**src/rtl/pixel_readout_ctrl.sv**
```systemverilog
// Pixel array readout controller: erase/expose/ramp sequencing and pixel streaming.
// Optional completed-frame counter enabled by defining PIXEL_FRAME_CNT_EN.
module pixel_readout_ctrl #(
   parameter int C_ERASE  = 5,
   parameter int C_EXPOSE = 255,
   parameter int C_SETTLE = 2
) (
   input  logic       clk,
   input  logic       reset,
   input  logic       start,
   output logic       busy,
   output logic       erase,
   output logic       expose,
   output logic       convert,
   output logic [3:0] read,
   output logic [7:0] pix_out,
   output logic       pix_oe,
   input  logic [7:0] pix_in,
   output logic [7:0] out_data,
   output logic [1:0] out_idx,
   output logic       out_last,
   output logic       out_valid,
   input  logic       out_ready
`ifdef PIXEL_FRAME_CNT_EN
   ,
   output logic [15:0] frame_cnt
`endif
);

   localparam logic [2:0] S_IDLE    = 3'd0;
   localparam logic [2:0] S_ERASE   = 3'd1;
   localparam logic [2:0] S_EXPOSE  = 3'd2;
   localparam logic [2:0] S_CONVERT = 3'd3;
   localparam logic [2:0] S_GAP     = 3'd4;
   localparam logic [2:0] S_SETTLE  = 3'd5;
   localparam logic [2:0] S_WAIT    = 3'd6;

   // Timers count down from (length - 1) so the phase ends on zero.
   localparam logic [15:0] ERASE_LOAD  = 16'(C_ERASE - 1);
   localparam logic [15:0] EXPOSE_LOAD = 16'(C_EXPOSE - 1);
   localparam logic [15:0] SETTLE_LOAD = 16'(C_SETTLE - 1);

   logic [2:0]  state;
   logic [15:0] timer;
   logic [1:0]  pixIdx;
   logic [1:0]  nextIdx;
   logic        timerDone;
   logic        accept;

   assign nextIdx   = pixIdx + 2'd1;
   assign timerDone = (timer == 16'd0);
   assign accept    = out_valid & out_ready;

   always_ff @(posedge clk or posedge reset) begin
      if (reset) begin
         state     <= S_IDLE;
         timer     <= '0;
         pixIdx    <= '0;
         busy      <= 1'b0;
         erase     <= 1'b0;
         expose    <= 1'b0;
         convert   <= 1'b0;
         read      <= '0;
         pix_out   <= '0;
         pix_oe    <= 1'b0;
         out_data  <= '0;
         out_idx   <= '0;
         out_last  <= 1'b0;
         out_valid <= 1'b0;
      end else begin
         unique case (state)
            S_IDLE: begin
               if (start) begin
                  state <= S_ERASE;
                  busy  <= 1'b1;
                  erase <= 1'b1;
                  timer <= ERASE_LOAD;
               end
            end
            S_ERASE: begin
               if (timerDone) begin
                  state  <= S_EXPOSE;
                  erase  <= 1'b0;
                  expose <= 1'b1;
                  timer  <= EXPOSE_LOAD;
               end else begin
                  timer <= timer - 16'd1;
               end
            end
            S_EXPOSE: begin
               if (timerDone) begin
                  state   <= S_CONVERT;
                  expose  <= 1'b0;
                  convert <= 1'b1;
                  pix_oe  <= 1'b1;
                  pix_out <= 8'd0;
               end else begin
                  timer <= timer - 16'd1;
               end
            end
            S_CONVERT: begin
               // The ramp value itself marks the end of conversion.
               if (pix_out == 8'hFF) begin
                  state   <= S_GAP;
                  convert <= 1'b0;
                  pix_oe  <= 1'b0;
                  pix_out <= 8'd0;
                  pixIdx  <= 2'd0;
               end else begin
                  pix_out <= pix_out + 8'd1;
               end
            end
            S_GAP: begin
               state <= S_SETTLE;
               read  <= 4'b0001;
               timer <= SETTLE_LOAD;
            end
            S_SETTLE: begin
               if (timerDone) begin
                  state     <= S_WAIT;
                  read      <= 4'b0000;
                  out_data  <= pix_in;
                  out_idx   <= pixIdx;
                  out_last  <= (pixIdx == 2'd3);
                  out_valid <= 1'b1;
               end else begin
                  timer <= timer - 16'd1;
               end
            end
            S_WAIT: begin
               if (accept) begin
                  out_valid <= 1'b0;
                  out_last  <= 1'b0;
                  if (pixIdx == 2'd3) begin
                     state <= S_IDLE;
                     busy  <= 1'b0;
                  end else begin
                     state  <= S_SETTLE;
                     pixIdx <= nextIdx;
                     read   <= 4'b0001 << nextIdx;
                     timer  <= SETTLE_LOAD;
                  end
               end
            end
            default: begin
               state     <= S_IDLE;
               busy      <= 1'b0;
               erase     <= 1'b0;
               expose    <= 1'b0;
               convert   <= 1'b0;
               read      <= '0;
               pix_oe    <= 1'b0;
               out_valid <= 1'b0;
               out_last  <= 1'b0;
            end
         endcase
      end
   end

`ifdef PIXEL_FRAME_CNT_EN
   always_ff @(posedge clk or posedge reset) begin
      if (reset) begin
         frame_cnt <= '0;
      end else if (state == S_WAIT && accept && pixIdx == 2'd3) begin
         frame_cnt <= frame_cnt + 16'd1;
      end
   end
`endif

endmodule

```
**config.mk**
```make
export PLATFORM = sky130hd
export DESIGN_NAME = pixel_readout_ctrl
export DESIGN_NICKNAME = d
export VERILOG_FILES = /design/src/rtl/pixel_readout_ctrl.sv
export SDC_FILE = /design/constraint.sdc
export NUM_CORES = 1
export LEC_CHECK = 0
export ABC_AREA = 1
export BUFFER_PORTS_ARGS = -buffer_cell sky130_fd_sc_hd__buf_2
export CAP_MARGIN = 0
export CORE_MARGIN = 2
export CORE_UTILIZATION = 43
export DETAILED_ROUTE_END_ITERATION = 7
export SYNTH_ARGS = -nofsm -noshare
export SYNTH_HDL_FRONTEND = slang
export SYNTH_SLANG_ARGS = --single-unit
```
**constraint.sdc**
```tcl
create_clock -name clk -period 2.4 [get_ports clk]
set_input_delay 0.12 -clock clk [delete_from_list [all_inputs] [get_ports clk]]
set_output_delay 0.12 -clock clk [all_outputs]
set_load 0.02 [all_outputs]
```
==> results of run 1 <==
==> worst register-to-register path, cell delays in order, from the launching register on <==
cell and delay, ps:
dfrtp_1 380, inv_1 130, ha_1 200, nand3_1 80
nor2_1 270, nand3_1 360, nand3_1 170, nand3_1 90
o21ai_2 60
==> cell type report <==
| class | instances | area share |
|---|---|---|
| Multi-Input combinational cell | 279 | 0.433 |
| Clock inverter | 2 | 0.00428 |
| Tap cell | 77 | 0.0300 |
| Timing Repair Buffer | 42 | 0.0677 |
| Sequential cell | 49 | 0.381 |
| Inverter | 51 | 0.0611 |
| Clock buffer | 6 | 0.0226 |
==> through the flow <==
| stage | worst slack (ps) | instances | utilization | cell area (um2) | total power, mW |
|---|---|---|---|---|---|
| 2_1_floorplan | 786 | 384 | - | 2870 | 3.37 |
| 3_3_place_gp | 646 | 497 | 0.488 | 3120 | 3.89 |
| 3_5_place_dp | 621 | 497 | 0.488 | 3120 | 3.90 |
| 4_1_cts | 601 | 506 | 0.504 | 3220 | 4.40 |
| 5_1_grt | 426 | 506 | 0.504 | 3220 | 4.83 |
| 6_report | 594 | 506 | 0.504 | 3220 | 4.37 |
==> worst min-delay path by stage <==
stage,from,to,slack [ps],cells after the start
final,pix_in[6],out_data[6]$_DFFE_PP0P_,40,3
after global routing,pix_in[5],out_data[5]$_DFFE_PP0P_,50,3
after CTS,pix_in[6],out_data[6]$_DFFE_PP0P_,30,3
after detailed placement,reset,pix_out[7]$_DFFE_PP0P_,130,2
after global placement,reset,pix_out[6]$_DFFE_PP0P_,120,2
after floorplan,pix_in[0],out_data[0]$_DFFE_PP0P_,260,2
==> cell families after synthesis <==
kind of cell	share of synthesized area
and+or+nand+nor	0.340
buffers and inverters	0.0876
DFF	0.427
AOI/OAI and AO/OA	0.0929
xor gates and xnor gates	0.0214
adders and majority gates	0.0305
==> layout by cell type (no fill, tap or decap), types with 5 or more instances in the layout <==
master    instances
nor2_2            6
nand2_2           6
clkbuf_8          5
inv_2             5
nand3_1          29
xor2_1            5
inv_1            45
nand2_1         114
a21oi_1           7
buf_2            40
o21ai_0          24
o21ai_2           8
dfrtp_1          49
nand4_1          10
ha_1              7
nor2_1           45
==> synth_stat cells (2+ instances only) <==
| library cell | instances |
|---|---|
| a21oi_1 | 7 |
| buf_6 | 2 |
| dfrtp_1 | 49 |
| ha_1 | 7 |
| inv_1 | 46 |
| inv_2 | 4 |
| nand2_1 | 114 |
| nand2_2 | 6 |
| nand3_1 | 29 |
| nand3b_1 | 2 |
| nand4_1 | 10 |
| nor2_1 | 45 |
| nor2_2 | 6 |
| nor3_1 | 3 |
| o21ai_0 | 24 |
| o21ai_1 | 3 |
| o21ai_2 | 8 |
| o22ai_1 | 3 |
| xnor2_1 | 2 |
| xor2_1 | 5 |
==> where the power goes <==
group / internal [mW] / switching, mW
Clock: 0.208 / 0.286
Combinational: 0.799 / 1.72
Sequential: 1.10 / 0.250
==> per-layer routing <==
layer  routed length, um  GRT usage
met1                3150      0.259
met2                2820      0.290
met3                 295     0.0395
met4                 104     0.0577
met5                   0          0
==> flip-flops by register name, indices dropped and copies added, names as in the netlist <==
signal / count
pix_oe: 1
out_idx: 2
busy: 1
pixIdx: 2
read: 4
timer: 16
out_last: 1
pix_out: 8
erase: 1
out_valid: 1
state: 3
expose: 1
out_data: 8
==> impl_metrics.tcl, run 1 <==
set metrics [dict create \
    cts_tree "yes" \
    hold_path.class "in -> reg" \
    startpoint "timer[0]$_DFFE_PP0P_" \
    r2r-end "timer[6]$_DFFE_PP0P_" \
    syn2layout_area_growth_pct 12.0 \
    postCtsHoldBufs 1 \
    multi_input_comb_area_um2 1390 \
    max_freq_mhz 554 \
    cp_data_required_time_ps 2640 \
    rows 29 \
    fp.dieW_um 85.7 \
    clock_path_buffers 2 \
    cp.depth 8 \
    clockRootBuffer "clkbuf_8" \
    synth-edff-count 0 \
    fin_nets 447 \
    syn-num-nets 403 \
    irDropWorstVdd_mv 0.590 \
    rr_startpoint "timer[0]$_DFFE_PP0P_" \
    netlist_area_um2 2870 \
    crit_slowest_cell "dfrtp_1" \
    dr.pass1.iters 4 \
    hold_viol_final 0 \
    post_cts_buffers 0 \
    grt_pass1_wl_um 10900 \
    cp_max_fo 8 \
    cts.repair.resized 0 \
    numCtsBuffers 5 \
    path_buf_inv 1 \
    status "finished clean" \
    htreeDepth 2 \
    seq_area_frac_synth 0.427 \
    ys_warn_count 0 \
    rsz0062_at_grt "no" \
    synth_seq_cells 49 \
    grt_antenna_before_repair 0 \
    dp_hpwl_um 4870 \
    track_usage 0.185 \
    portBuffers 40 \
    vias 2523 \
    clk_pin_slew_ps 90 \
    crit_path_end_kind "register" \
    power_density_nw_per_um2 1360 \
    drive_gt1_frac 0.182 \
    gp_congestion 0.858 \
    cts_num_sinks 49 \
    p_leak_nw 1.75 \
    die_area_um2 7340 \
    io_pins 41 \
    grt_overflow 0 \
    syn_area_per_cell_um2 7.47 \
    initial_core_util 0.449 \
    critPathKind "reg -> reg" \
    yosysUniqueCellTypes 29 \
    n_fill_cell 660 \
    clock_latency_ps 310 \
    ys_top_cells_by_area "dfrtp_1 43%, nand2_1 15%, inv_1 6.0%, nor2_1 5.9%, nand3_1 5.1%" \
    synth_top_cell_by_area "dfrtp_1" \
    grt_max_degree 33 \
    ff2ff_path_depth 8 \
    core_area_um2 6390 \
    die_h_um 85.7 \
    first_global_vias 2330 \
    syn_inst 384 \
    drt-initial-drc-count 124 \
    min_period_ps 1810 \
    critPathArrivalTime_ps 2050 \
    ys.flop_type "dfrtp_1" \
    tightestPinTransition_ps 411 \
    max_stage_delay_ps 380 \
    r2r_setup_slack_ps 590 \
    cpMostUsedCell "nand3_1" \
    worstSetupEndpoint "timer[6]$_DFFE_PP0P_" \
    drc 0 \
    period_share 0.753 \
    final.setup.tns_ps 0 \
    finalHoldWorstSlack_ps 36.6 \
    setup_viol_count_final 0 \
    drt-vias-per-instance 4.99 \
    async_flop_share 1.00 \
    wirelength_um 6360 \
    ant_nets 0 \
    regArea_um2 1230 \
    path_cells "inv_1, ha_1, nand3_1, nor2_1, nand3_1, nand3_1, nand3_1, o21ai_2" \
    critPathLaunchType "register" \
    synth_top_area_share 0.427 \
    antenna_cells 0 \
    max_cap_viol_count 0 \
    relSlewSlack 0.726 \
    cp_top_family "simple AND/OR/NAND/NOR gates" \
    slew_violations 0 \
    routedWlPerCell_um 12.6 \
    finalClockSkew_ps 3.50 \
]
Power figures use the tool's default switching activity.
==> run 2, diff against run 1 <==
==> constraint.sdc (replaced) <==
create_clock -name clk -period 1.7 [get_ports clk]
set_input_delay 0.085 -clock clk [delete_from_list [all_inputs] [get_ports clk]]
set_output_delay 0.085 -clock clk [all_outputs]
set_load 0.02 [all_outputs]
==> run 2 against run 1 <==
Effect of this change:
- total power is 62% higher
- final cell count is 5.9% higher
- maximum frequency is 12% higher
- via count is 7.3% higher
- clock power is 45% higher
- sequential share of layout area is 3.6 points lower
- hold slack worse by 30 ps
- count of clock-buffer cells in the layout stayed put
- wire length is 7.3% higher
- worst setup slack worse by 510 ps
==> impl_metrics.tcl, run 2 (synthesis gave the netlist of run 1 again) <==
set metrics [dict create \
    status "finished clean" \
    fp.dieW_um 85.7 \
    pre_cts_ws_ps -2.56 \
    portBuffers 40 \
    hold_path.class "in -> reg" \
    cp_data_required_time_ps 1900 \
    power_density_nw_per_um2 1990 \
    irDropWorstVdd_mv 1.13 \
    relSlewSlack 0.695 \
    p_leak_nw 1.92 \
    clockRootBuffer "clkbuf_8" \
    htreeDepth 2 \
    rows 29 \
    grt_max_degree 31 \
    clk_pin_slew_ps 90 \
    ant_nets 0 \
    vias 2706 \
    grt_pass1_wl_um 11200 \
    ff2ff_path_depth 8 \
    period_share 0.948 \
    antenna_cells 0 \
    cts_tree "yes" \
    grt_antenna_before_repair 0 \
    critPathKind "reg -> reg" \
    drt-initial-drc-count 184 \
    cp_max_fo 17 \
    min_period_ps 1610 \
    track_usage 0.190 \
    final_cell_mix "107 x nand2_1, 46 x dfrtp_1, 43 x inv_1" \
    fin_util 0.558 \
    fin_nets 478 \
    drc 0 \
    grt_overflow 0 \
    io_pins 41 \
    cts_num_sinks 49 \
    clock_latency_ps 310 \
    die_area_um2 7340 \
    gp_congestion 0.885 \
    wirelength_um 6830 \
    setup_slack_ps 88.3 \
    critPathArrivalTime_ps 1810 \
    max_cap_viol_count 0 \
    initial_core_util 0.449 \
    r2r_setup_slack_ps 90 \
    drt-vias-per-instance 5.05 \
    syn2layout_area_growth_pct 24.2 \
    first_global_vias 2449 \
    numCtsBuffers 5 \
    final_common_cell "nand2_1" \
    regMostFlops "timer" \
    max_freq_mhz 620 \
    startpoint "state[1]$_DFFE_PP0P_" \
    worstSetupEndpoint "timer[2]$_DFFE_PP0P_" \
    finalClockSkew_ps 7.24 \
    dp_hpwl_um 5010 \
    rr_startpoint "state[1]$_DFFE_PP0P_" \
    reg_top3 "timer (16), out_data (8), pix_out (8)" \
    core_area_um2 6390 \
    crit_path_end_kind "register" \
    largest_reg_flops 16 \
    r2r-end "timer[2]$_DFFE_PP0P_" \
    critPathLaunchType "register" \
    drive_gt1_frac 0.296 \
    clock_path_buffers 2 \
    tightestPinTransition_ps 456 \
    finalHoldWorstSlack_ps 6.24 \
    dr.pass1.iters 5 \
    slew_violations 0 \
    routedWlPerCell_um 12.7 \
    hold_viol_final 0 \
    setup_viol_count_final 0 \
    die_h_um 85.7 \
]
run 2: final cells by class:
class | instances | area [um2]
Fill cell | 614 | 2820
Multi-Input combinational cell | 279 | 1490
Sequential cell | 49 | 1230
Timing Repair Buffer | 73 | 458
Inverter | 51 | 204
Tap cell | 77 | 96.3
Clock buffer | 6 | 82.6
Clock inverter | 1 | 7.51
run 2: worst min path at each step:
| stage | from | endpoint | slack [ps] | cells past startpoint |
|---|---|---|---|---|
| 2_1_floorplan | pix_in[0] | out_data[0]$_DFFE_PP0P_ | 230 | 2 |
| 3_3_place_gp | reset | pix_out[7]$_DFFE_PP0P_ | 130 | 2 |
| 3_5_place_dp | reset | pix_out[6]$_DFFE_PP0P_ | 130 | 2 |
| 4_1_cts | pix_in[3] | out_data[3]$_DFFE_PP0P_ | 3 | 3 |
| 5_1_grt | pix_in[7] | out_data[7]$_DFFE_PP0P_ | 10 | 3 |
| 6_report | pix_in[3] | out_data[3]$_DFFE_PP0P_ | 6 | 3 |
run 2: timing repair:
action | 4_1_cts | 5_1_grt
setup endpoints to repair | 1 | 43
pin swaps | 0 | 10
setup buffers | 0 | 15
gates resized for setup | 1 | 35
hold endpoints to repair | 19 | 0
hold buffers | 1 | 0
run 2: power breakdown:
part	internal, mW	total, mW	switching, mW
Combinational	1.66	4.49	2.83
Sequential	1.56	1.88	0.323
Clock	0.322	0.717	0.394
run 2: through the flow:
| stage | cells | TNS (ps) | instance area (um2) | power [mW] |
|---|---|---|---|---|
| floorplan | 384 | 0 | 2870 | 4.75 |
| global placement | 513 | 0 | 3250 | 5.72 |
| detailed placement | 513 | -2.56 | 3250 | 5.75 |
| CTS | 521 | 0 | 3350 | 6.49 |
| global route | 536 | -31.1 | 3560 | 7.77 |
| finish | 536 | 0 | 3560 | 7.09 |
run 2: critical path, stage by stage (launching register included):
cell,delay (ps)
dfrtp_2,460
inv_2,120
nand3_1,170
nand2_2,160
nand3_4,140
nand2_8,150
clkinv_8,110
o21ai_0,110
o21ai_2,70
run 2: routing by layer:
layer | share of wire | vias to the layer above | wire [um] | track usage
li1 | - | 1364 | - | -
met1 | 0.48 | 1261 | 3270 | 0.270
met2 | 0.46 | 73 | 3130 | 0.300
met3 | 0.054 | 8 | 367 | 0.0366
met4 | 0.0094 | 0 | 64 | 0.0476
met5 | 0 | - | 0 | 0
==> run 3, diff against run 2 <==
--- a/config.mk
+++ b/config.mk
@@ -11,6 +11,7 @@
 export CORE_MARGIN = 2
 export CORE_UTILIZATION = 43
 export DETAILED_ROUTE_END_ITERATION = 7
+export MAX_ROUTING_LAYER = met4
 export SYNTH_ARGS = -nofsm -noshare
 export SYNTH_HDL_FRONTEND = slang
 export SYNTH_SLANG_ARGS = --single-unit
==> run 3 against run 2 <==
Effect of this change:
- critical path depth grew 1
- combinational power is essentially flat
- via count shrank 0.30%
- utilization is the same
- final cell count is the same
- clock power grew 0.7%
- wire length shrank 0.22%
- worst setup slack gained 5.7 ps
- largest cell class unchanged
- non-clock buffer count is the same
- first-iteration DRC count grew 14%
- critical endpoint unchanged
==> impl_metrics.tcl, run 3 (synthesis gave the netlist of run 1 again) <==
set metrics [dict create \
    max_stage_delay_ps 390 \
    tightestPinTransition_ps 460 \
    drt-initial-drc-count 210 \
    clock_path_buffers 2 \
    path_buf_inv 2 \
    crit_slowest_cell "dfrtp_1" \
    hold_viol_final 0 \
    dp_hpwl_um 5010 \
    drc 0 \
    grt_pass1_wl_um 11200 \
    final_cell_mix "107 x nand2_1, 46 x dfrtp_1, 44 x inv_1" \
    clk_pin_slew_ps 90 \
    antenna_cells 0 \
    drt-vias-per-instance 5.03 \
    drive_gt1_frac 0.294 \
    core_area_um2 6390 \
    die_h_um 85.7 \
    critPathKind "reg -> reg" \
    fin_nets 478 \
    numCtsBuffers 5 \
    cp_data_required_time_ps 1900 \
    io_pins 41 \
    fin_area_um2 3560 \
    dr.pass1.iters 4 \
    min_period_ps 1610 \
    power_density_nw_per_um2 1990 \
    reg_top3 "timer (16), out_data (8), pix_out (8)" \
    critPathArrivalTime_ps 1810 \
    crit_path_end_kind "register" \
    relSlewSlack 0.693 \
    period_share 0.945 \
    regMostFlops "timer" \
    p_leak_nw 1.92 \
    max_cap_viol_count 0 \
    n_fill_cell 613 \
    first_global_vias 2451 \
    gp_congestion 0.900 \
    grt_overflow 0 \
    critPathLaunchType "register" \
    setup_slack_ps 94.0 \
    vias 2698 \
    finalClockSkew_ps 6.53 \
    slew_violations 0 \
    wirelength_um 6810 \
    hold_path.class "in -> reg" \
    cp_top_family "simple AND/OR/NAND/NOR gates" \
    die_area_um2 7340 \
    fp.dieW_um 85.7 \
    clockRootBuffer "clkbuf_8" \
    status "finished clean" \
    path_cells "inv_1, ha_1, nand3_1, nor2_4, nand3_4, nand2_8, clkinv_8, o21ai_0, o21ai_2" \
    irDropWorstVdd_mv 1.16 \
    cp_max_fo 17 \
    fin_util 0.558 \
    track_usage 0.195 \
    largest_reg_flops 16 \
    cts_tree "yes" \
    portBuffers 40 \
    final_common_cell "nand2_1" \
    syn2layout_area_growth_pct 24.2 \
    routedWlPerCell_um 12.7 \
    initial_core_util 0.449 \
    setup_viol_count_final 0 \
    rows 29 \
    pre_cts_ws_ps -2.56 \
    max_freq_mhz 623 \
    cts_num_sinks 49 \
    grt_antenna_before_repair 0 \
    postPlaceCellArea_um2 3250 \
    clock_latency_ps 310 \
    grt_max_degree 31 \
    htreeDepth 2 \
    ant_nets 0 \
]
[run 3: worst reg2reg max path: stages (launching register included)]
cell and delay (ps):
dfrtp_1 390, inv_1 100, ha_1 170, nand3_1 120, nor2_4 130, nand3_4 140, nand2_8 150, clkinv_8 110
o21ai_0 110, o21ai_2 70
[run 3: cell type report]
cell class,instances,area [um2],share of cell area
multi-input combinational,279,1490,0.417
sequential,49,1230,0.345
timing repair buffer,73,458,0.129
inverter,51,204,0.0572
tap,77,96.3,0.0270
clock buffer,6,82.6,0.0232
clock inverter,1,7.51,0.00211
[run 3: repair_timing]
item | in CTS | in global routing
hold buffers | 1 | 0
gates resized for setup | 1 | 34
pin swaps | 0 | 10
hold endpoints to repair | 19 | 0
setup buffers | 0 | 15
endpoints found under the setup margin | 1 | 43
[run 3: where the power goes]
| part | internal (mW) | switching, mW | total (mW) |
|---|---|---|---|
| Combinational | 1.66 | 2.83 | 4.49 |
| Clock | 0.323 | 0.400 | 0.722 |
| Sequential | 1.56 | 0.320 | 1.88 |
[run 3: metrics by stage]
stage / TNS, ps / std cells / hold slack, ps / power, mW
finish: 0 / 536 / 7.70 / 7.10
global route: -23.3 / 536 / 10.4 / 7.77
CTS: 0 / 521 / 3.32 / 6.49
detailed placement: -2.56 / 513 / 125 / 5.75
global placement: 0 / 513 / 127 / 5.72
floorplan: 0 / 384 / 230 / 4.75
[run 3: per-layer routing]
metal / up-vias / GRT usage / part of all wire / wire length, um
li1: 1368 / - / - / -
met1: 1261 / 0.270 / 0.49 / 3350
met2: 61 / 0.300 / 0.45 / 3080
met3: 8 / 0.0366 / 0.047 / 323
met4: 0 / 0.0476 / 0.0090 / 61
met5: - / - / 0 / 0
[run 3: final timing paths]
path	from	end	slack, ps	cells after the start
setup reg to reg	timer[0]$_DFFE_PP0P_	timer[2]$_DFFE_PP0P_	90	9
hold reg to reg	out_data[1]$_DFFE_PP0P_	out_data[1]$_DFFE_PP0P_	470	2
hold / removal	pix_in[3]	out_data[3]$_DFFE_PP0P_	8	3
min in group asynchronous	reset	pix_out[7]$_DFFE_PP0P_	320	3
setup / recovery	timer[0]$_DFFE_PP0P_	timer[2]$_DFFE_PP0P_	90	9
max in group asynchronous	reset	state[0]$_DFFE_PP0P_	850	4
